==> src/rtl/fetch_controller.sv <==
// Instruction fetch sequencer: owns the PC, drives a req/ack imem port, feeds decode via valid/ready with a one-entry skid.
// First instruction 2 cycles after reset with zero-wait memory, then 1/cycle; decode stall parks one response in the skid and drops req.
module fetch_controller #(
    parameter int              XLEN     = 32,
    parameter logic [XLEN-1:0] RESET_PC = '0
) (
    input  logic            clk,
    input  logic            rst,
    input  logic            redirect_valid,
    input  logic [XLEN-1:0] redirect_pc,
    output logic            imem_req,
    output logic [XLEN-1:0] imem_addr,
    input  logic            imem_ack,
    input  logic [XLEN-1:0] imem_rdata,
    output logic            if_valid,
    input  logic            if_ready,
    output logic [XLEN-1:0] if_pc,
    output logic [XLEN-1:0] if_pc_plus_four,
    output logic [XLEN-1:0] if_instruction,
    output logic [31:0]     fetched_count
);
    typedef enum logic [1:0] {ST_RST, ST_FETCH, ST_HOLD} state_t;

    localparam logic [XLEN-1:0] FOUR = XLEN'(4);

    state_t          state_q, state_d;
    logic [XLEN-1:0] pc_q, pc_d;
    logic [XLEN-1:0] held_addr_q, held_addr_d;
    logic            kill_q, kill_d;
    logic            valid_q, valid_d;
    logic [XLEN-1:0] out_pc_q, out_pc_d;
    logic [XLEN-1:0] out_ppf_q, out_ppf_d;
    logic [XLEN-1:0] out_instr_q, out_instr_d;
    logic [XLEN-1:0] skid_pc_q, skid_pc_d;
    logic [XLEN-1:0] skid_instr_q, skid_instr_d;
    logic [31:0]     count_q, count_d;
    logic            accept;
    logic            slot_free;
    logic            unused_redirect_lsbs;

    assign unused_redirect_lsbs = ^redirect_pc[1:0];

    assign imem_req        = (state_q == ST_FETCH);
    assign imem_addr       = kill_q ? held_addr_q : pc_q;
    assign if_valid        = valid_q;
    assign if_pc           = out_pc_q;
    assign if_pc_plus_four = out_ppf_q;
    assign if_instruction  = out_instr_q;
    assign fetched_count   = count_q;

    assign accept    = valid_q & if_ready;
    assign slot_free = ~valid_q | accept;

    always_comb begin
        state_d      = state_q;
        pc_d         = pc_q;
        held_addr_d  = held_addr_q;
        kill_d       = kill_q;
        valid_d      = valid_q;
        out_pc_d     = out_pc_q;
        out_ppf_d    = out_ppf_q;
        out_instr_d  = out_instr_q;
        skid_pc_d    = skid_pc_q;
        skid_instr_d = skid_instr_q;
        count_d      = accept ? count_q + 32'd1 : count_q;

        case (state_q)
            ST_RST: state_d = ST_FETCH;
            ST_FETCH: begin
                if (accept) valid_d = 1'b0;
                if (imem_ack) begin
                    if (kill_q) begin
                        // response belongs to a pre-redirect address: drop it
                        kill_d = 1'b0;
                    end else if (slot_free) begin
                        valid_d     = 1'b1;
                        out_pc_d    = pc_q;
                        out_ppf_d   = pc_q + FOUR;
                        out_instr_d = imem_rdata;
                        pc_d        = pc_q + FOUR;
                    end else begin
                        skid_pc_d    = pc_q;
                        skid_instr_d = imem_rdata;
                        pc_d         = pc_q + FOUR;
                        state_d      = ST_HOLD;
                    end
                end
            end
            ST_HOLD: begin
                if (accept) begin
                    out_pc_d    = skid_pc_q;
                    out_ppf_d   = skid_pc_q + FOUR;
                    out_instr_d = skid_instr_q;
                    state_d     = ST_FETCH;
                end
            end
            default: state_d = ST_RST;
        endcase

        if (redirect_valid && state_q != ST_RST) begin
            pc_d    = {redirect_pc[XLEN-1:2], 2'b00};
            valid_d = 1'b0;
            state_d = ST_FETCH;
            // an unanswered request must stay on its original address until acked
            if (imem_req && !imem_ack) begin
                kill_d      = 1'b1;
                held_addr_d = imem_addr;
            end else begin
                kill_d = 1'b0;
            end
        end
    end

    always_ff @(posedge clk or negedge rst) begin
        if (!rst) begin
            state_q      <= ST_RST;
            pc_q         <= RESET_PC;
            held_addr_q  <= RESET_PC;
            kill_q       <= 1'b0;
            valid_q      <= 1'b0;
            out_pc_q     <= '0;
            out_ppf_q    <= '0;
            out_instr_q  <= '0;
            skid_pc_q    <= '0;
            skid_instr_q <= '0;
            count_q      <= '0;
        end else begin
            state_q      <= state_d;
            pc_q         <= pc_d;
            held_addr_q  <= held_addr_d;
            kill_q       <= kill_d;
            valid_q      <= valid_d;
            out_pc_q     <= out_pc_d;
            out_ppf_q    <= out_ppf_d;
            out_instr_q  <= out_instr_d;
            skid_pc_q    <= skid_pc_d;
            skid_instr_q <= skid_instr_d;
            count_q      <= count_d;
        end
    end
endmodule

==> config.mk <==
export PLATFORM = sky130hd
export DESIGN_NAME = fetch_controller
export DESIGN_NICKNAME = d
export VERILOG_FILES = /design/src/rtl/fetch_controller.sv
export SDC_FILE = /design/constraint.sdc
export NUM_CORES = 1
export LEC_CHECK = 0
export CELL_PAD_IN_SITES_DETAIL_PLACEMENT = 0
export CELL_PAD_IN_SITES_GLOBAL_PLACEMENT = 1
export CORE_ASPECT_RATIO = 1.4
export CORE_MARGIN = 10
export CORE_UTILIZATION = 40
export DETAILED_ROUTE_END_ITERATION = 8
export GPL_TIMING_DRIVEN = 0
export MAX_ROUTING_LAYER = met4
export PLACE_DENSITY = 0.83
export SLEW_MARGIN = 20
export SYNTH_ARGS = -nofsm -noshare
export SYNTH_HDL_FRONTEND = slang
export SYNTH_SLANG_ARGS = --single-unit
==> constraint.sdc <==
create_clock -name clk -period 3.2 [get_ports clk]
set_input_delay 0.8 -clock clk [delete_from_list [all_inputs] [get_ports clk]]
set_output_delay 0.8 -clock clk [all_outputs]
set_load 0.02 [all_outputs]
Word-level counts from Yosys, hierarchy flattened

Cells that the tools add are included.

Bitwise gates (word level): 5
Multiplexer cells: 36
$add $sub $neg: 3
Eq/ne operators: 11
Reductions and logical operators: 14

Operator list:

| kind                                                            | count |
|---|---|
| 32-bit 2-to-1 mux                                               | 17 |
| 32-bit case mux with 2 select lines                             | 3 |
| 32-bit by 3-bit adder with 32-bit output, second input constant | 2 |
| 32-bit by 1-bit adder with 32-bit output, second input constant | 1 |
| 1-bit 2-to-1 mux                                                | 10 |
| 2-bit 2-to-1 mux                                                | 5 |
| 4-bit AND reduction                                             | 2 |
| 2-bit nonzero test                                              | 4 |
| 2-bit by 1-bit != test with 1-bit output, second input constant | 3 |
| 3-bit by 2-bit != test with 1-bit output, second input constant | 2 |
| 2-bit case mux with 3 select lines                              | 1 |
| 5-bit AND reduction                                             | 1 |
| 2-bit != test, second input constant                            | 2 |
| 2-bit AND reduction                                             | 2 |
| 3-bit by 1-bit != test with 1-bit output, second input constant | 1 |
| 3-bit != test, second input constant                            | 1 |
| 1-bit inverter                                                  | 3 |
| 3-bit AND reduction                                             | 1 |
| 2-bit by 1-bit == test with 1-bit output, second input constant | 1 |
| 2-bit == test, second input constant                            | 1 |
| 1-bit logical AND                                               | 2 |
| 2-bit logical NOT                                               | 1 |
| 1-bit AND                                                       | 1 |
| 1-bit logical NOT                                               | 1 |
| 1-bit bitwise OR                                                | 1 |

Logic and storage cells: 80
Register bits: 260
Input bits: 69
Output and inout bits: 162

Depth between registers and ports, before layout

Depth after elaboration: 7
Gate-level depth with buffers: 10
Mapped depth without buffers: 7

Worst setup path before layout

OpenSTA, ideal clock, no wires.

Path type: input to register
Start point: input port if_ready
End point: register count_q[17], in the netlist fetched_count[17]
Library setup time: 0.129 ns
Stages on the path: 5
Arrival: 2.106 ns
Setup slack: 0.965 ns
Buffers on the path: 0
Cells stage by stage: nand2_1 > or3_1 > nor3_1 > nand4_1 > xnor2_1

Cells in the longest elaborated chain, start to end: 1

Ends and longest elaborated chain:

| item                 | RTL line | text |
|---|---|---|
| from (decl)          | 16       | `input logic if_ready,` |
| 1-bit AND            | 51       | `assign accept = valid_q & if_ready;` |
| to (signal assigned) | 138      | `count_q <= count_d;` |
| to (decl)            | 36       | `logic [31:0] count_q, count_d;` |

Every way passes these cells.
A chain may end at the register's enable or synchronous reset.

Worst setup path in the final report

Start point: input port if_ready
End point: register skid_pc_q[10]

Cells in the longest elaborated chain, start to end: 4

Ends and longest elaborated chain:

| item                                 | RTL line | text |
|---|---|---|
| 1-bit AND                            | 51       |  |
| 1-bit bitwise OR                     | 52       | `assign slot_free = ~valid_q \| accept;` |
| 1-bit inverter (no source line)      | --       |  |
| 4-bit AND reduction (no source line) | --       |  |
| to (signal assigned)                 | 136      | `skid_pc_q <= skid_pc_d;` |
| to (decl)                            | 34       | `logic [XLEN-1:0] skid_pc_q, skid_pc_d;` |

Every way passes these cells.

==> results.sh <==
export IMPL_pwr_share_seq=0.321
export IMPL_final_seq_area_mm2=0.00631
export IMPL_rows=76
export IMPL_postRouteAntennaNets=0
export IMPL_cts_resized_gates=4
export IMPL_synth_cells=1259
export IMPL_grt_busiest_layer="met2"
export IMPL_avgRoutedWirePerCell_um=20.2
export IMPL_cts_made_buffers=26
export IMPL_vias=10343
export IMPL_yosysWarnings=0
export IMPL_root_buffer="clkbuf_16"
export IMPL_post_cts_buffers=0
export IMPL_cts_path_max_buffers=3
export IMPL_synth_edf_count=0
export IMPL_ir_worst_vdd_mv=0.437
export IMPL_die_h_um=229
export IMPL_finalNonFillerCells=1926
export IMPL_fmax_ghz=0.318
export IMPL_cts_tree="done"
export IMPL_clockPowerShare=0.183
export IMPL_crit_path_end_kind="flip-flop"
export IMPL_p_leak_uw=0.00673
export IMPL_met1_usage=0.238
export IMPL_grt_max_degree=101
export IMPL_syn_to_final_growth_pct=29.6
export IMPL_vias_per_cell=5.37
export IMPL_clk_pin_slew_ps=60
export IMPL_finalSetupViolCount=0
export IMPL_place_hpwl_um=30000
export IMPL_rsz0062_at_grt="no"
export IMPL_first_global_vias=10459
export IMPL_final_period_utilization=0.981
export IMPL_ys_flop_type="dfrtp_1"
export IMPL_worst_pin_slew_ps=951
export IMPL_coreArea_mm2=0.0308
export IMPL_reg2reg_from="pc_q[4]"
export IMPL_antenna_found_initial=1
export IMPL_ys_async_sr_fraction=1.00
export IMPL_gp_congestion=0.922
export IMPL_nets=1591
export IMPL_clock_sinks=252
export IMPL_p_sw_uw=7330
export IMPL_status="finished clean"
export IMPL_ys_types=52
export IMPL_first_iter_violations=808
export IMPL_worstPathMaxFanout=10
export IMPL_reg2regPathDepth=6
export IMPL_portBuffers=224
export IMPL_dp_cells=1878
export IMPL_ys_ff_latch=252
export IMPL_cap_violations=0
export IMPL_reg2reg_setup_slack_ps=330
export IMPL_die_w_um=170
export IMPL_sw_frac_of_total=0.420
export IMPL_clock_skew_ps=15.1
export IMPL_p_total_uw=17500
export IMPL_final_max_slew_viol_count=0
export IMPL_finalHoldViolations=0
export IMPL_syn_area_mm2=0.0125
export IMPL_start_kind="input pin"
export IMPL_worstHoldPathType="in2async"
export IMPL_drc=0
export IMPL_dieArea_mm2=0.0389
export IMPL_use_met3=0.0274
export IMPL_grt_pass1_wl_um=60700
export IMPL_multiInputGateArea_mm2=0.00579
export IMPL_pin_count=231
export IMPL_drt_total_wl_um=38800
export IMPL_fillers=2884
export IMPL_syn_avg_cell_area_um2=9.95
export IMPL_holdBufCountCts=0
export IMPL_grt_ovfl_total=0
export IMPL_htree_levels=1
export IMPL_track_usage=0.200
export IMPL_min_period_ps=3140
export IMPL_crit_arrival_ps=3560
export IMPL_use_met2=0.333
export IMPL_insertion_delay_ps=550
export IMPL_crit_type="in2reg"
export IMPL_crit_reg2reg_capture="if_pc_plus_four[21]"
export IMPL_holdWs_ps=164
export IMPL_power_frac_comb=0.496
export IMPL_initial_utilization=0.407
export IMPL_maxSlewHeadroom=0.360
export IMPL_ys_seq_area_frac=0.503
export IMPL_internal_power_uw=10100
export IMPL_power_density_mw_per_mm2=1080
export IMPL_drt_first_pass_iters=5
export IMPL_cp_required_ps=3620
export IMPL_drive_above_1_share=0.107
-- kinds of logic after synthesis --
| family | after synthesis | synth area share |
|---|---|---|
| AND/OR/NAND/NOR | 437 | 0.163 |
| flip-flops | 252 | 0.503 |
| AO/OA/AOI/OAI | 217 | 0.101 |
| multiplexers | 160 | 0.136 |
| buffers and inverters | 109 | 0.0353 |
| XOR/XNOR | 76 | 0.0531 |
| adder cells (fa/ha/maj) | 7 | 0.00699 |
| other | 1 | 0.000299 |
-- worst max path at each step --
stage	startpoint	endpoint	slack, ps
6_report	if_ready	skid_pc_q[10]	60
3_5_place_dp	if_ready	if_instruction[16]	-690
5_1_grt	kill_q	imem_addr[7]	10
3_3_place_gp	rst	if_instruction[21]	-9560
4_1_cts	kill_q	imem_addr[7]	70
2_1_floorplan	if_ready	fetched_count[17]	970
-- sequential cells by signal, summed over array words and instances (netlist names) --
name / cells
fetched_count: 32
held_addr_q: 32
if_instruction: 32
if_pc: 30
if_pc_plus_four: 30
if_valid: 1
kill_q: 1
pc_q: 30
skid_instr_q: 32
skid_pc_q: 30
state_q: 2
-- per-layer routing --
layer / vias to the layer above / wire length [um]
met5: - / 0
met4: 0 / 1480
met3: 95 / 2020
met1: 4981 / 15900
li1: 4914 / -
met2: 353 / 19500
-- layout make-up --
class,count,share of cell area
repair buffers,226,0.142
multi-input cells,901,0.357
flip-flops and latches,252,0.388
clock buffers,41,0.0498
diodes,1,0.000154
inverters,14,0.00324
well taps,390,0.0301
clock inverters,7,0.00540
plain buffers,94,0.0243
-- per-stage QoR --
step / utilization / area (um2) / setup TNS, ps / setup slack, ps
detailed placement: 0.498 / 15300 / -47380 / -688
floorplan: - / 12500 / 0 / 965
global route: 0.527 / 16200 / 0 / 10.5
CTS: 0.527 / 16200 / 0 / 72.9
finish: 0.527 / 16200 / 0 / 59.3
global placement: 0.496 / 15300 / -2446510 / -9560
-- power groups by stage --
| stage | clock [uW] | sequential [uW] | combinational, uW |
|---|---|---|---|
| after CTS | 3250 | 5600 | 8770 |
| after global routing | 3380 | 5780 | 9490 |
| after global placement | 0 | 5590 | 8600 |
| after floorplan | 0 | 6140 | 4470 |
| final | 3200 | 5610 | 8650 |
| after detailed placement | 0 | 5650 | 8730 |
-- synthesized netlist by cell type, drive strengths merged (2+ instances only) --
cell     number  share of area
nor3         17         0.0072
o22ai        12         0.0060
and3b         2         0.0014
buf          31          0.012
nand2b        4         0.0020
dfrtp       252           0.50
a31o          3         0.0021
mux2         86          0.077
a31oi         2         0.0010
o21ai       122          0.049
o221ai        5         0.0035
nand2       237          0.071
a2bb2oi      10         0.0070
o21a          4         0.0024
nor2b         2         0.0010
a22oi         9         0.0054
ha            7         0.0070
or4           6         0.0036
and4          6         0.0042
o31ai         3         0.0018
xnor2        42          0.029
nand3        45          0.018
nor2         36          0.011
xor2         34          0.024
mux2i        74          0.059
nor4         16         0.0085
clkbuf       64          0.019
and3         16         0.0081
a221o         8         0.0064
o2bb2ai       2         0.0014
or3           6         0.0030
a21oi        34          0.014
nand4        31          0.017
and2          8         0.0040
inv          14         0.0042
-- worst max-delay path, cell delays in order --
cell	delay [ps]
clkdlybuf4s50_1	610
nor4bb_1	630
nand2_1	380
clkbuf_1	380
clkbuf_1	380
mux2_2	360
-- cell usage in the layout (no fill, tap or decap), types with 4 or more instances in the layout --
cell,count
or4_1,6
nor3_1,16
dfrtp_1,252
nor4_1,15
a21oi_1,34
xnor2_1,42
a2bb2oi_1,10
or3_1,6
mux2_2,86
clkdlybuf4s50_1,223
o221ai_1,5
xor2_1,34
nand4_1,30
buf_4,4
clkbuf_2,5
a22oi_1,9
nand2_1,237
clkbuf_16,27
o21a_1,4
mux2i_1,74
o22ai_1,12
and4_1,6
and2_1,8
ha_1,7
clkbuf_1,67
nand2b_1,4
buf_1,8
conb_1,4
a221o_1,8
clkbuf_8,8
o21ai_0,121
nor2_1,36
inv_1,14
and3_1,15
buf_2,16
clkinv_2,4
nand3_1,44
Note: power is estimated with default switching activity, not from simulation.
